$ cat src/rtl/t1emu_sim_pkg.sv
// Shared types for the simulation run controller.
//   state_e        : run sequencing states (HOLD -> RUN -> DRAIN -> DONE -> HALT)
//   finish_cause_e : reason reported with the finish request
//   FINISH_CODE_W  : width of the DUT exit code
package t1emu_sim_pkg;

  localparam int FINISH_CODE_W = 32;

  typedef enum logic [2:0] {
    HOLD,
    RUN,
    DRAIN,
    DONE,
    HALT
  } state_e;

  typedef enum logic [1:0] {
    QUIT   = 2'd0,
    IDLE   = 2'd1,
    MAXCYC = 2'd2
  } finish_cause_e;

endpackage

$ cat src/rtl/sim_sat_counter.sv
// Saturating up-counter with synchronous clear.
//   clock   : clock
//   reset_n : asynchronous active-low reset (count -> 0)
//   clr     : synchronous clear, wins over inc
//   inc     : increment, holds at all-ones
//   count   : current value
module sim_sat_counter #(
  parameter int W = 64
) (
  input  logic         clock,
  input  logic         reset_n,
  input  logic         clr,
  input  logic         inc,
  output logic [W-1:0] count
);

  always_ff @(posedge clock or negedge reset_n) begin
    if (!reset_n) begin
      count <= '0;
    end else if (clr) begin
      count <= '0;
    end else if (inc && (count != '1)) begin
      count <= count + W'(1);
    end
  end

endmodule

$ cat src/rtl/sim_run_controller.sv
// Simulation run controller: stretches reset to the DUT, counts run cycles,
// watches DUT progress/quit and raises one finish request for the harness.
//   clock, reset_n      : clock and asynchronous active-low reset
//   progress            : DUT activity pulse
//   quit_valid/quit_code: DUT end-of-simulation request and exit code
//   finish_ack          : harness consumed the finish request
//   dut_reset           : active-high reset to the DUT
//   cycle_count         : cycles since RUN entry (frozen from DONE on)
//   finish_valid        : finish request pending
//   finish_cause/code   : latched reason and exit code
module sim_run_controller
  import t1emu_sim_pkg::*;
#(
  parameter int RESET_CYCLES = 4,
  parameter int IDLE_TIMEOUT = 10000,
  parameter int MAX_CYCLES   = 0,
  parameter int DRAIN_CYCLES = 16,
  parameter int CNT_W        = 64
) (
  input  logic                     clock,
  input  logic                     reset_n,
  input  logic                     progress,
  input  logic                     quit_valid,
  input  logic [FINISH_CODE_W-1:0] quit_code,
  input  logic                     finish_ack,
  output logic                     dut_reset,
  output logic [CNT_W-1:0]         cycle_count,
  output logic                     finish_valid,
  output logic [1:0]               finish_cause,
  output logic [FINISH_CODE_W-1:0] finish_code
);

  // Terminal counter values; a 0 or 1 setting collapses to a single cycle.
  localparam logic [CNT_W-1:0] HOLD_LAST  = (RESET_CYCLES > 1) ? CNT_W'(RESET_CYCLES - 1) : '0;
  localparam logic [CNT_W-1:0] IDLE_LAST  = (IDLE_TIMEOUT > 0) ? CNT_W'(IDLE_TIMEOUT - 1) : '0;
  localparam logic [CNT_W-1:0] MAX_LAST   = (MAX_CYCLES > 0)   ? CNT_W'(MAX_CYCLES - 1)   : '0;
  localparam logic [CNT_W-1:0] DRAIN_LAST = (DRAIN_CYCLES > 1) ? CNT_W'(DRAIN_CYCLES - 1) : '0;

  state_e                     state;
  logic [CNT_W-1:0]           hold_cnt;
  logic [CNT_W-1:0]           idle_cnt;
  logic [CNT_W-1:0]           drain_cnt;
  logic                       ev_any;
  finish_cause_e              ev_cause;
  logic [FINISH_CODE_W-1:0]   ev_code;

  // Each counter clears whenever its owning state is not active, so it
  // always starts from 0 on state entry.
  sim_sat_counter #(.W(CNT_W)) u_hold_cnt (
    .clock   (clock),
    .reset_n (reset_n),
    .clr     (state != HOLD),
    .inc     (1'b1),
    .count   (hold_cnt)
  );

  sim_sat_counter #(.W(CNT_W)) u_cycle_cnt (
    .clock   (clock),
    .reset_n (reset_n),
    .clr     (state == HOLD),
    .inc     ((state == RUN) || (state == DRAIN)),
    .count   (cycle_count)
  );

  sim_sat_counter #(.W(CNT_W)) u_idle_cnt (
    .clock   (clock),
    .reset_n (reset_n),
    .clr     ((state != RUN) || progress),
    .inc     (1'b1),
    .count   (idle_cnt)
  );

  sim_sat_counter #(.W(CNT_W)) u_drain_cnt (
    .clock   (clock),
    .reset_n (reset_n),
    .clr     (state != DRAIN),
    .inc     (1'b1),
    .count   (drain_cnt)
  );

  // Finish events, priority QUIT > MAXCYC > IDLE.
  always_comb begin
    ev_any   = 1'b0;
    ev_cause = QUIT;
    ev_code  = '0;
    if (quit_valid) begin
      ev_any   = 1'b1;
      ev_cause = QUIT;
      ev_code  = quit_code;
    end else if ((MAX_CYCLES != 0) && (cycle_count == MAX_LAST)) begin
      ev_any   = 1'b1;
      ev_cause = MAXCYC;
    end else if ((IDLE_TIMEOUT != 0) && !progress && (idle_cnt == IDLE_LAST)) begin
      ev_any   = 1'b1;
      ev_cause = IDLE;
    end
  end

  always_ff @(posedge clock or negedge reset_n) begin
    if (!reset_n) begin
      state        <= HOLD;
      dut_reset    <= 1'b1;
      finish_valid <= 1'b0;
      finish_cause <= QUIT;
      finish_code  <= '0;
    end else begin
      case (state)
        HOLD: begin
          if (hold_cnt == HOLD_LAST) begin
            state     <= RUN;
            dut_reset <= 1'b0;
          end
        end
        RUN: begin
          if (ev_any) begin
            state        <= DRAIN;
            finish_cause <= ev_cause;
            finish_code  <= ev_code;
          end
        end
        DRAIN: begin
          if (drain_cnt == DRAIN_LAST) begin
            state        <= DONE;
            finish_valid <= 1'b1;
          end
        end
        DONE: begin
          if (finish_ack) begin
            state        <= HALT;
            finish_valid <= 1'b0;
          end
        end
        HALT: ;
        default: state <= HALT;
      endcase
    end
  end

endmodule

$ cat config.mk
export PLATFORM = sky130hd
export DESIGN_NAME = sim_run_controller
export DESIGN_NICKNAME = d
export VERILOG_FILES = /design/src/rtl/t1emu_sim_pkg.sv /design/src/rtl/sim_sat_counter.sv /design/src/rtl/sim_run_controller.sv
export SDC_FILE = /design/constraint.sdc
export NUM_CORES = 1
export LEC_CHECK = 0
export CORE_AREA = 2 2 218 220
export CTS_CLUSTER_DIAMETER = 200
export DETAILED_ROUTE_END_ITERATION = 8
export DIE_AREA = 0 0 220 222
export PLACE_DENSITY_LB_ADDON = 0.3
export SYNTH_ARGS = -nofsm -noshare
export SYNTH_HDL_FRONTEND = slang
export SYNTH_SLANG_ARGS = --single-unit
$ cat constraint.sdc
create_clock -name clock -period 4.02 [get_ports clock]
set_clock_uncertainty 0.15 [all_clocks]
set_input_delay 0.402 -clock clock [delete_from_list [all_inputs] [get_ports clock]]
set_output_delay 0.402 -clock clock [all_outputs]
set_load 0.1 [all_outputs]
-- Word level (Yosys, flattened, before mapping)
Index checks and enable logic that the tools add are counted.
- add/subtract/negate cells: 4
- equal/unequal tests: 17
- multiplexer cells: 21
- bitwise gates (word level): 1
- reduce and logical (&&, ||, !) cells: 16
- operator list (operator ; count):
    2-to-1 mux 64 bit ; 8
    adder 64 x 1 -> 64 bit, second input constant ; 4
    != test 64 bit, second input constant ; 4
    equality test 64 x 14 -> 1 bit, second input constant ; 1
    equality test 64 x 2 -> 1 bit, second input constant ; 1
    equality test 64 x 4 -> 1 bit, second input constant ; 1
    2-to-1 mux 32 bit ; 1
    one-hot mux 3 bit (5 select lines) ; 1
    2-to-1 mux 3 bit ; 4
    nonzero test 2 bit ; 5
    equality test 3 x 2 -> 1 bit, second input constant ; 2
    2-to-1 mux 1 bit ; 6
    != test 2 bit, second input constant ; 3
    AND reduction 5 bit ; 1
    AND reduction 2 bit ; 2
    equality test 3 x 1 -> 1 bit, second input constant ; 1
    equality test 3 bit, second input constant ; 1
    logical NOT 3 bit ; 1
    != test 3 x 1 -> 1 bit, second input constant ; 1
    != test 3 x 2 -> 1 bit, second input constant ; 1
    AND reduction 3 bit ; 1
    nonzero test 3 bit ; 1
    logical AND 1 bit ; 2
    logical OR 1 bit ; 2
    other kinds (4) ; 4
- bits in registers: 295
- input port bits: 37
- output and inout bits: 100
- word-level logic and storage cells: 68

-- Logic depth before layout (Yosys ltp)
Gate-level depths: netlist of run 1.
- depth in word-level cells: 6
- mapped depth: 11
- gate-level depth less buffers: 7

-- Cells and area by module
From an unflattened synthesis of run 1, not the netlist that was laid out.
- cells, all modules: 1992
- area total of the unflattened synthesis: 17441.7 µm²
- modules (own cells, without submodules) (module ; instances ; cells an instance ; area an instance (µm²) ; sequential area each (µm²)):
    sim_sat_counter ; 4 ; 429 ; 3784.9 ; 1601.5
    sim_run_controller ; 1 ; 276 ; 2302.2 ; 952.2

-- Least setup slack after synthesis of run 1
OpenSTA, ideal clock, no wires.
- path kind: reg2reg
- from: register u_cycle_cnt.count[2]
- to: register u_cycle_cnt.count[43]
- data arrival time: 3.176 ns
- path slack: 0.616 ns
- cell stages (with the launch flop): 9
- path buffers: 2
- clock period less this slack: 3.404 ns
- path through: dfrtp_1 > nand3_1 > or3_1 > buf_2 > or3_4 > or3_1 > buf_2 > or4_1 > a21oi_1
- word-level cells in the longest chain between the ends: 3
- elaborated cells between the ends (all ways): 6
- RTL lines (what ; line ; RTL):
    start, declared ; sim_sat_counter.sv:14 ; output logic [W-1:0] count
    start signal, assigned ; sim_sat_counter.sv:23 ; count <= count + W'(1);
    adder 64 x 1 -> 64 bit / != test 64 bit (equally long branches) ; sim_sat_counter.sv:23, sim_sat_counter.sv:22 ;
    2-to-1 mux 64 bit / logical AND 1 bit (equally long branches) ; sim_sat_counter.sv:22 ; end else if (inc && (count != '1)) begin
    2-to-1 mux 64 bit / nonzero test 2 bit (equally long branches) ; - ;
Several ways; a longest one is shown, not always the timed one. The select of a mux whose other input is x is not followed.
A chain may end at the register's enable or synchronous reset.

-- Final worst setup path of run 1
- from: register u_cycle_cnt.count[43]
- to: register u_cycle_cnt.count[60]
The elaborated chain is that of the path after synthesis.

==> results of run 1 <==
per-layer routing:
metal / wire, microns / up-vias
li1: - / 6974
met1: 21000 / 7290
met2: 20900 / 350
met3: 2200 / 68
met4: 1050 / 0
met5: 0 / -
cell type report:
class / count / area (sq um) / area share, %
Multi-Input combinational cell: 1357 / 8270 / 42.8
Clock inverter: 10 / 90.1 / 0.466
Timing Repair Buffer: 176 / 1690 / 8.75
Tap cell: 607 / 759 / 3.93
Inverter: 39 / 146 / 0.757
Sequential cell: 294 / 7360 / 38.1
Clock buffer: 55 / 1020 / 5.29
sequential cells by signal, summed over array words and instances (netlist names):
register,cells
u_cycle_cnt.count,64
u_drain_cnt.count,64
u_hold_cnt.count,64
u_idle_cnt.count,64
finish_code,32
state,3
dut_reset,1
finish_cause,1
finish_valid,1
cell families (layout without fill, tap and decap cells):
group / after synthesis / count (layout) / share of synthesized area [%]
buf+inv: 134 / 280 / 3.26
flops: 294 / 294 / 45.7
fa+ha+maj: 4 / 4 / 0.311
mux: 13 / 13 / 0.815
compound gates: 360 / 360 / 14.3
other cells: 1 / 1 / 0.0233
simple gates: 876 / 876 / 30.0
xor+xnor: 103 / 103 / 5.60
placed cells by master (no fill, tap or decap), drive strengths merged, types with 9 or more instances in the layout:
cell type and instances:
a211oi 9, o21ai 72, mux2i 12, nor3 39, nand2 139, nand4 91, xor2 53, a21oi 126
and4 27, buf 41, and2 16, nor4b 10, and3 36, nor4 73, a22o 32, xnor2 50
inv 40, nand3 96, clkbuf 55, nor2 159, nand2b 14, dfrtp 293, o211ai 22, o31ai 65
or3 62, or4 79, clkdlybuf4s50 134
metrics by stage:
step / instances / setup WS [ns] / hold WS (ns)
6_report: 2538 / 0.896 / 0.307
5_1_grt: 2538 / 0.633 / 0.299
4_1_cts: 2538 / 0.909 / 0.272
3_5_place_dp: 2472 / 0.929 / 0.325
3_3_place_gp: 2472 / 0.984 / 0.320
2_1_floorplan: 1785 / 0.616 / -0.0436
where the power goes:
part	internal, mW	leakage, nW	switching [mW]
Combinational	0.634	2.41	2.12
Clock	1.82	0.549	1.31
Sequential	3.14	4.06	0.137
path summary, 6_finish.rpt:
path | slack (ns) | start | end | depth (start not counted)
setup / recovery | 0.90 | u_cycle_cnt.count[43]$_DFFE_PN0P_ | u_cycle_cnt.count[60]$_DFFE_PN0P_ | 6
hold / removal | 0.31 | quit_code[12] | finish_code[12]$_DFFE_PN0P_ | 2
setup reg to reg | 0.90 | u_cycle_cnt.count[43]$_DFFE_PN0P_ | u_cycle_cnt.count[60]$_DFFE_PN0P_ | 6
hold reg to reg | 0.33 | dut_reset$_DFFE_PN1P_ | dut_reset$_DFFE_PN1P_ | 1
max in group asynchronous | 2.36 | reset_n | finish_code[26]$_DFFE_PN0P_ | 3
min in group asynchronous | 0.39 | reset_n | u_cycle_cnt.count[32]$_DFFE_PN0P_ | 2
critical path: cells and delay by family (launching register included):
| kind | cells | cell delay, ns |
|---|---|---|
| flops | 1 | 0.44 |
| simple gates | 5 | 2.28 |
| compound gates | 1 | 0.18 |
==> metrics.txt, run 1 <==
outcome=finished clean; Syn Inst Count=1785; Clock Root Buffer=clkbuf_16; crit path time final=3.12 ns; share of cells above drive strength 1=6.21%; syn_area_per_cell=9.03 sq um; f_max=0.320 GHz; WL/cell=17.8 microns; synth warn=0; Starting Density=34.8%; global routing usage on met3=2.92%; row count=79; Reg clk slew, reported paths=0.06 ns; first-pass GRT wire length=74500 microns; Core Util, Final=41.8%; critical-path cell list=and4_1 -> and3_1 -> nand4_1 -> nand4_1 -> or4_1 -> a21oi_1; post-synthesis async set-or-reset flop share=100%; area leader, netlist=dfrtp_1; Worst setup EP type=register; WS Path Type=register to register; Final Total Pwr=9.16 mW; DR iter-0 viols=1133; commonest cells in the netlist=dfrtp_1, nor2_1, nand2_1; Max FO, Critical Path=22; Syn Nets=1826; die width=220 microns; total clock sinks=294; Routed Antenna Nets=0; detailed placement HPWL=30800 microns; Layout area overhead=20.0%; Max Slew Vio Count=0; Vias=14682; most used flip-flop cell after synthesis=dfrtp_1; Slew HR=21.8%; CP max stage delay=0.73 ns; vias in the first global route=14038; register area share after synthesis=45.7%; Most Frequent Cell on Critical Path=nand4_1; GP Congestion=0.863; CTS Buf Count=36; Post-CTS Setup Bufs=0; largest net degree at the start of global routing=113; ANT cells=0; DR vias/cell=5.78; largest cells by area after synthesis=dfrtp_1, a21oi_1, nor2_1; met1 Use GR=25.6%; All-Layer GR Usage=18.5%; CTS tree=built; Worst Hold Class=input pin to register; Slew @ Worst Pin=1.17 ns; die height=222 microns; Post-route DRC=0; PwrDens=474 nW/um^2; library cells used by synthesis=65; Mapped Area=16100 sq um; critical path data required time=4.34 ns; busiest layer in global routing=met2; final net count=1945; leakage power=7.01 nW; setup TNS=0 ns; worst endpoint data arrival time=3.44 ns; clk_lat worst skew=0.55 ns; Fillers=4540; flops & latches, synth=294; DRT Wirelength=45100 microns; Hold-fix buffers, CTS=1; Final Setup Violations=0; Clock Tree Buf Depth=3; initial antenna violation count=0; Core ar.=46300 sq um; Congestion Overflow GR=0; post-route cell area=19300 sq um; most common cell in the synthesized netlist=dfrtp_1; fin crit share=77.7%; RSZ-0062 raised after global routing=false; GRT met2 Usage=29.4%; max-cap violations=0; Hold Fails Final Rpt=0; DRT Pass-1 Iters=5; Slowest-stage cell, CP=or4_1; Resize count post-CTS=0; number of synthesized flops with an enable pin=0; H-tree depth=2; total die area=48800 sq um; Synth top area share=45.5%; boundary pin count=137; Post-DP Area=18200 sq um; VDD IR max=457 uV; CP Launch Type=register; I/O Buffers=135
Power figures use the tool's default switching activity.
==> inputs of run 2 (changes only) <==
==> constraint.sdc (replaced) <==
create_clock -name clock -period 2.6 [get_ports clock]
set_clock_uncertainty 0.15 [all_clocks]
set_input_delay 0.26 -clock clock [delete_from_list [all_inputs] [get_ports clock]]
set_output_delay 0.26 -clock clock [all_outputs]
set_load 0.1 [all_outputs]
==> metrics.txt, run 2 (same netlist as run 1, synthesis figures left out) <==
outcome=finished clean (unchanged); detailed placement HPWL=33100 microns (was 30800 microns); RSZ-0062 raised after global routing=true (was false); CTS tree=built (unchanged); max-cap violations=0 (unchanged); DR iter-0 viols=998 (was 1133); Fillers=4422 (was 4540); H-tree depth=2 (unchanged); crit path launch=u_cycle_cnt.count[7]$_DFFE_PN0P_ (was u_cycle_cnt.count[43]$_DFFE_PN0P_); worst endpoint data arrival time=2.89 ns (was 3.44 ns); Slew HR=57.8% (was 21.8%); All-Layer GR Usage=19.2% (was 18.5%); VDD IR max=641 uV (was 457 uV); PwrDens=702 nW/um^2 (was 474 nW/um^2); leakage power=8.17 nW (was 7.01 nW); CTS Buf Count=37 (was 36); die width=220 microns (unchanged); boundary pin count=137 (unchanged); Max Slew Vio Count=0 (unchanged); first-pass GRT wire length=77700 microns (was 74500 microns); die height=222 microns (unchanged); commonest cells after routing, fill and taps aside=buf_4, dfrtp_1, nor2_1 (was dfrtp_1, nor2_1, nand2_1); WL/cell=17.4 microns (was 17.8 microns); I/O Buffers=135 (unchanged); f_max=0.393 GHz (was 0.320 GHz); Slew @ Worst Pin=0.627 ns (was 1.17 ns); crit path time final=2.55 ns (was 3.12 ns); row count=79 (unchanged); Final Setup Violations=0 (unchanged); total die area=48800 sq um (unchanged); final net count=2126 (was 1945); Starting Density=34.8% (unchanged); RR Startpoint=u_cycle_cnt.count[7]$_DFFE_PN0P_ (was u_cycle_cnt.count[43]$_DFFE_PN0P_); WS Path Type=register to register (unchanged); CP Launch Type=register (unchanged); Hold Fails Final Rpt=0 (unchanged); Reg clk slew, reported paths=0.06 ns (about the same); initial antenna violation count=0 (unchanged); Worst Hold Class=input pin to asynchronous set/reset pin (was input pin to register); GP Congestion=0.865 (was 0.863); total clock sinks=294 (unchanged); fin crit share=98.0% (was 77.7%); Routed Antenna Nets=0 (unchanged); Clock Root Buffer=clkbuf_16 (unchanged); DRT Wirelength=47400 microns (was 45100 microns); Core ar.=46300 sq um (unchanged); ANT cells=0 (unchanged); Congestion Overflow GR=0 (unchanged); DRT Pass-1 Iters=5 (unchanged); clk_lat worst skew=0.57 ns (was 0.55 ns); Post-DP Area=19400 sq um (was 18200 sq um); Post-route DRC=0 (unchanged); largest net degree at the start of global routing=78 (was 113); DR vias/cell=5.65 (was 5.78); vias in the first global route=14991 (was 14038); post-route cell area=21000 sq um (was 19300 sq um); critical path data required time=2.94 ns (was 4.34 ns); Clock Tree Buf Depth=3 (unchanged); Max FO, Critical Path=8 (was 22); Final Total Pwr=14.7 mW (was 9.16 mW); Vias=15382 (was 14682); share of cells above drive strength 1=23.7% (was 6.21%); Layout area overhead=30.2% (was 20.0%); Worst setup EP type=register (unchanged); commonest non-fill, non-tap cell in the layout=buf_4 (was dfrtp_1)
==> run 2: changes by cell type in the layout (fill, tap and decap cells not counted), sizes merged <==
cell,previous run,this run
inv,40,41
buf,41,320
clkdlybuf4s50,134,35
bufinv,1,3
==> run 2: cell type report <==
class / count / area (sq um) / share of cell area (%)
tap: 607 / 759 / 3.62
sequential: 294 / 7460 / 35.6
timing repair buffer: 356 / 2880 / 13.7
inverter: 39 / 146 / 0.697
clock inverter: 13 / 176 / 0.840
clock buffer: 55 / 1070 / 5.11
multi-input combinational: 1357 / 8500 / 40.5
==> run 2: through the flow <==
step / util [%] / TNS [ns] / hold WS [ns] / setup slack (ns) / std cells
CTS: 44.7 / 0 / 0.0893 / 0.0244 / 2703
detailed placement: 41.9 / -0.0309 / 0.116 / -0.00848 / 2634
finish: 45.4 / 0 / 0.0944 / 0.0523 / 2721
floorplan: - / -7.39 / -0.186 / -0.277 / 1785
global route: 45.4 / -0.0782 / 0.134 / -0.0417 / 2721
global placement: 41.9 / 0 / 0.107 / 0.00914 / 2634
==> run 2: worst max-delay path, cell delays in order (launching register included) <==
cell	delay, ns
dfrtp_4	0.43
nand2_1	0.09
or3_4	0.39
or3_4	0.35
or3_4	0.43
or4_4	0.49
a21oi_2	0.14
==> run 2: layer usage <==
metal | wire length, microns | vias to the layer above | track usage, %
met4 | 1450 | 0 | 7.01
met1 | 21400 | 7596 | 26.3
met3 | 2060 | 93 | 2.52
met5 | 0 | - | 0
li1 | - | 7339 | -
met2 | 22500 | 354 | 30.8
==> run 2: final timing paths <==
path / endpoint / slack, ns / depth (start not counted)
min in group clock: finish_code[8]$_DFFE_PN0P_ / 0.17 / 2
worst max register to register: u_cycle_cnt.count[43]$_DFFE_PN0P_ / 0.05 / 6
worst min-delay path: u_hold_cnt.count[32]$_DFFE_PN0P_ / 0.09 / 2
worst min register to register: finish_code[24]$_DFFE_PN0P_ / 0.35 / 1
worst max-delay path: u_cycle_cnt.count[43]$_DFFE_PN0P_ / 0.05 / 6
max in group asynchronous: finish_code[28]$_DFFE_PN0P_ / 1.35 / 3
==> run 2: what timing repair did <==
item                                    CTS  global route
resized for setup                         3            43
pin swaps                                 0            12
buffers inserted                          0            17
cloned                                    0             1
hold buffers                              1             0
endpoints found under the setup margin    4           101
endpoints found under the hold margin   124             0
==> run 2: report_power, final <==
part	total (mW)	internal, mW	leakage [nW]	switching, mW
Sequential	5.09	4.86	3.95	0.234
Clock	5.30	3.18	0.616	2.12
Combinational	4.34	1.02	3.60	3.32
Total	14.7	9.06	8.17	5.68
==> inputs of run 3 (changes only) <==
--- a/config.mk
+++ b/config.mk
@@ -7,8 +7,10 @@
 export LEC_CHECK = 0
 export CORE_AREA = 2 2 218 220
 export CTS_CLUSTER_DIAMETER = 200
+export CTS_CLUSTER_SIZE = 8
 export DETAILED_ROUTE_END_ITERATION = 8
 export DIE_AREA = 0 0 220 222
+export MAX_ROUTING_LAYER = met4
 export PLACE_DENSITY_LB_ADDON = 0.3
 export SYNTH_ARGS = -nofsm -noshare
 export SYNTH_HDL_FRONTEND = slang
==> metrics.txt, run 3 (same netlist as run 1, synthesis figures left out) <==
outcome=finished clean (unchanged); Clock Root Buffer=clkbuf_16 (unchanged); commonest non-fill, non-tap cell in the layout=buf_4 (unchanged); GP Congestion=0.879 (was 0.865); Hold Fails Final Rpt=0 (unchanged); Slew @ Worst Pin=0.591 ns (was 0.627 ns); largest net degree at the start of global routing=78 (unchanged); CTS tree=built (unchanged); Slew HR=60.3% (was 57.8%); crit path launch=u_cycle_cnt.count[7]$_DFFE_PN0P_ (unchanged); initial antenna violation count=0 (unchanged); critical path data required time=2.94 ns (about the same); boundary pin count=137 (unchanged); sequential share of power=35.2% (was 34.6%); All-Layer GR Usage=19.9% (was 19.2%); Clock Tree Buf Depth=3 (unchanged); Slowest-stage cell, CP=or4_4 (unchanged); Sw Share=39.0% (was 38.5%); Core ar.=46300 sq um (unchanged); Max Slew Vio Count=0 (unchanged); detailed placement HPWL=33100 microns (unchanged); clk_lat worst skew=0.56 ns (was 0.57 ns); share of total power in the clock network=34.6% (was 36.0%); I/O Buffers=135 (unchanged); total die area=48800 sq um (unchanged); die width=220 microns (unchanged); DR iter-0 viols=961 (was 998); Worst Hold Class=input pin to asynchronous set/reset pin (unchanged); WL/cell=17.6 microns (was 17.4 microns); Reg clk slew, reported paths=0.05 ns (was 0.06 ns); Max FO, Critical Path=8 (unchanged); CP Launch Type=register (unchanged); row count=79 (unchanged); Final Setup Violations=0 (unchanged); WS Path Type=register to register (unchanged); Comb power frac=30.1% (was 29.4%); leakage power=8.05 nW (was 8.17 nW); H-tree depth=2 (unchanged); die height=222 microns (unchanged); Layout area overhead=29.0% (was 30.2%); RR Startpoint=u_cycle_cnt.count[7]$_DFFE_PN0P_ (unchanged); Starting Density=34.8% (unchanged); crit path time final=2.56 ns (was 2.55 ns); DRT Wirelength=47500 microns (was 47400 microns); CP max stage delay=0.49 ns (about the same); Core Util, Final=45.0% (was 45.4%); fin crit share=98.6% (was 98.0%); Post-route DRC=0 (unchanged); first-pass GRT wire length=78100 microns (was 77700 microns); commonest cells after routing, fill and taps aside=buf_4, dfrtp_1, nor2_1 (unchanged); critical-path cell list=nand2_1 -> or3_4 -> or3_4 -> or3_4 -> or4_4 -> a21oi_2 (unchanged); f_max=0.390 GHz (was 0.393 GHz); DR vias/cell=5.68 (was 5.65); RSZ-0062 raised after global routing=true (unchanged); total clock sinks=294 (unchanged); Routed Antenna Nets=0 (unchanged); CTS Buf Count=42 (was 37); Most Frequent Cell on Critical Path=or3_4 (unchanged); internal power=8.83 mW (was 9.06 mW); share of cells above drive strength 1=22.8% (was 23.7%); ANT cells=0 (unchanged); worst endpoint data arrival time=2.90 ns (was 2.89 ns); Worst setup EP type=register (unchanged); VDD IR max=650 uV (was 641 uV); final net count=2123 (was 2126); vias in the first global route=15004 (was 14991); max-cap violations=0 (unchanged); Final Total Pwr=14.5 mW (was 14.7 mW); Congestion Overflow GR=0 (unchanged); Vias=15363 (was 15382); Psw=5.64 mW (was 5.68 mW); PwrDens=696 nW/um^2 (was 702 nW/um^2); DRT Pass-1 Iters=7 (was 5)
==> run 3: final timing paths <==
path | end | slack [ns] | cells past startpoint
worst max-delay path | u_cycle_cnt.count[43]$_DFFE_PN0P_ | 0.04 | 6
worst min-delay path | u_hold_cnt.count[44]$_DFFE_PN0P_ | 0.11 | 2
worst max register to register | u_cycle_cnt.count[43]$_DFFE_PN0P_ | 0.04 | 6
worst min register to register | finish_code[24]$_DFFE_PN0P_ | 0.35 | 1
max in group asynchronous | u_idle_cnt.count[7]$_DFFE_PN0P_ | 1.36 | 3
min in group clock | finish_code[18]$_DFFE_PN0P_ | 0.16 | 2
==> run 3: repair_timing <==
| action | in CTS | in global routing |
|---|---|---|
| hold buffers | 1 | 0 |
| endpoints found under the setup margin | 5 | 108 |
| hold endpoints to repair | 134 | 0 |
| pin swaps | 0 | 7 |
| gates resized for setup | 3 | 34 |
| buffers inserted | 0 | 10 |
==> run 3: final cells by class <==
type                            count  area [sq um]
Clock buffer                       55          1110
Sequential cell                   294          7460
Timing Repair Buffer              348          2810
Multi-Input combinational cell   1357          8470
Inverter                           39           146
Tap cell                          607           759
Clock inverter                      3          33.8
Fill cell                        4435         25500
==> run 3: routing by layer <==
layer  up-vias  routed length, microns  track usage [%]
li1       7311                       -                -
met4         0                    1210             6.11
met1      7586                   21700             26.8
met2       386                   22400             30.8
met5         -                       0                -
met3        80                    2100             2.84
==> run 3: metrics by stage <==
stage / cell area, sq um / setup slack, ns / TNS, ns / instances / hold slack, ns
detailed placement: 19400 / -0.00848 / -0.0309 / 2634 / 0.116
finish: 20800 / 0.0362 / 0 / 2703 / 0.106
CTS: 20600 / 0.00550 / 0 / 2693 / 0.0924
global placement: 19400 / 0.00914 / 0 / 2634 / 0.107
floorplan: 16300 / -0.277 / -7.39 / 1785 / -0.186
global route: 20800 / -0.0406 / -0.116 / 2703 / 0.131
==> run 3: power by group through the flow <==
stage | Combinational (mW) | Clock [mW] | Sequential, mW
floorplan | 1.44 | 0 | 6.71
global placement | 4.29 | 0 | 5.17
detailed placement | 4.35 | 0 | 5.17
CTS | 4.34 | 5.19 | 5.10
global route | 4.59 | 5.37 | 5.13
finish | 4.36 | 5.01 | 5.10
==> run 3: critical path, delay by kind of cell (launching register included) <==
kind            cells  cell delay [ns]
compound gates      1             0.14
flops               1             0.42
simple gates        5             1.77
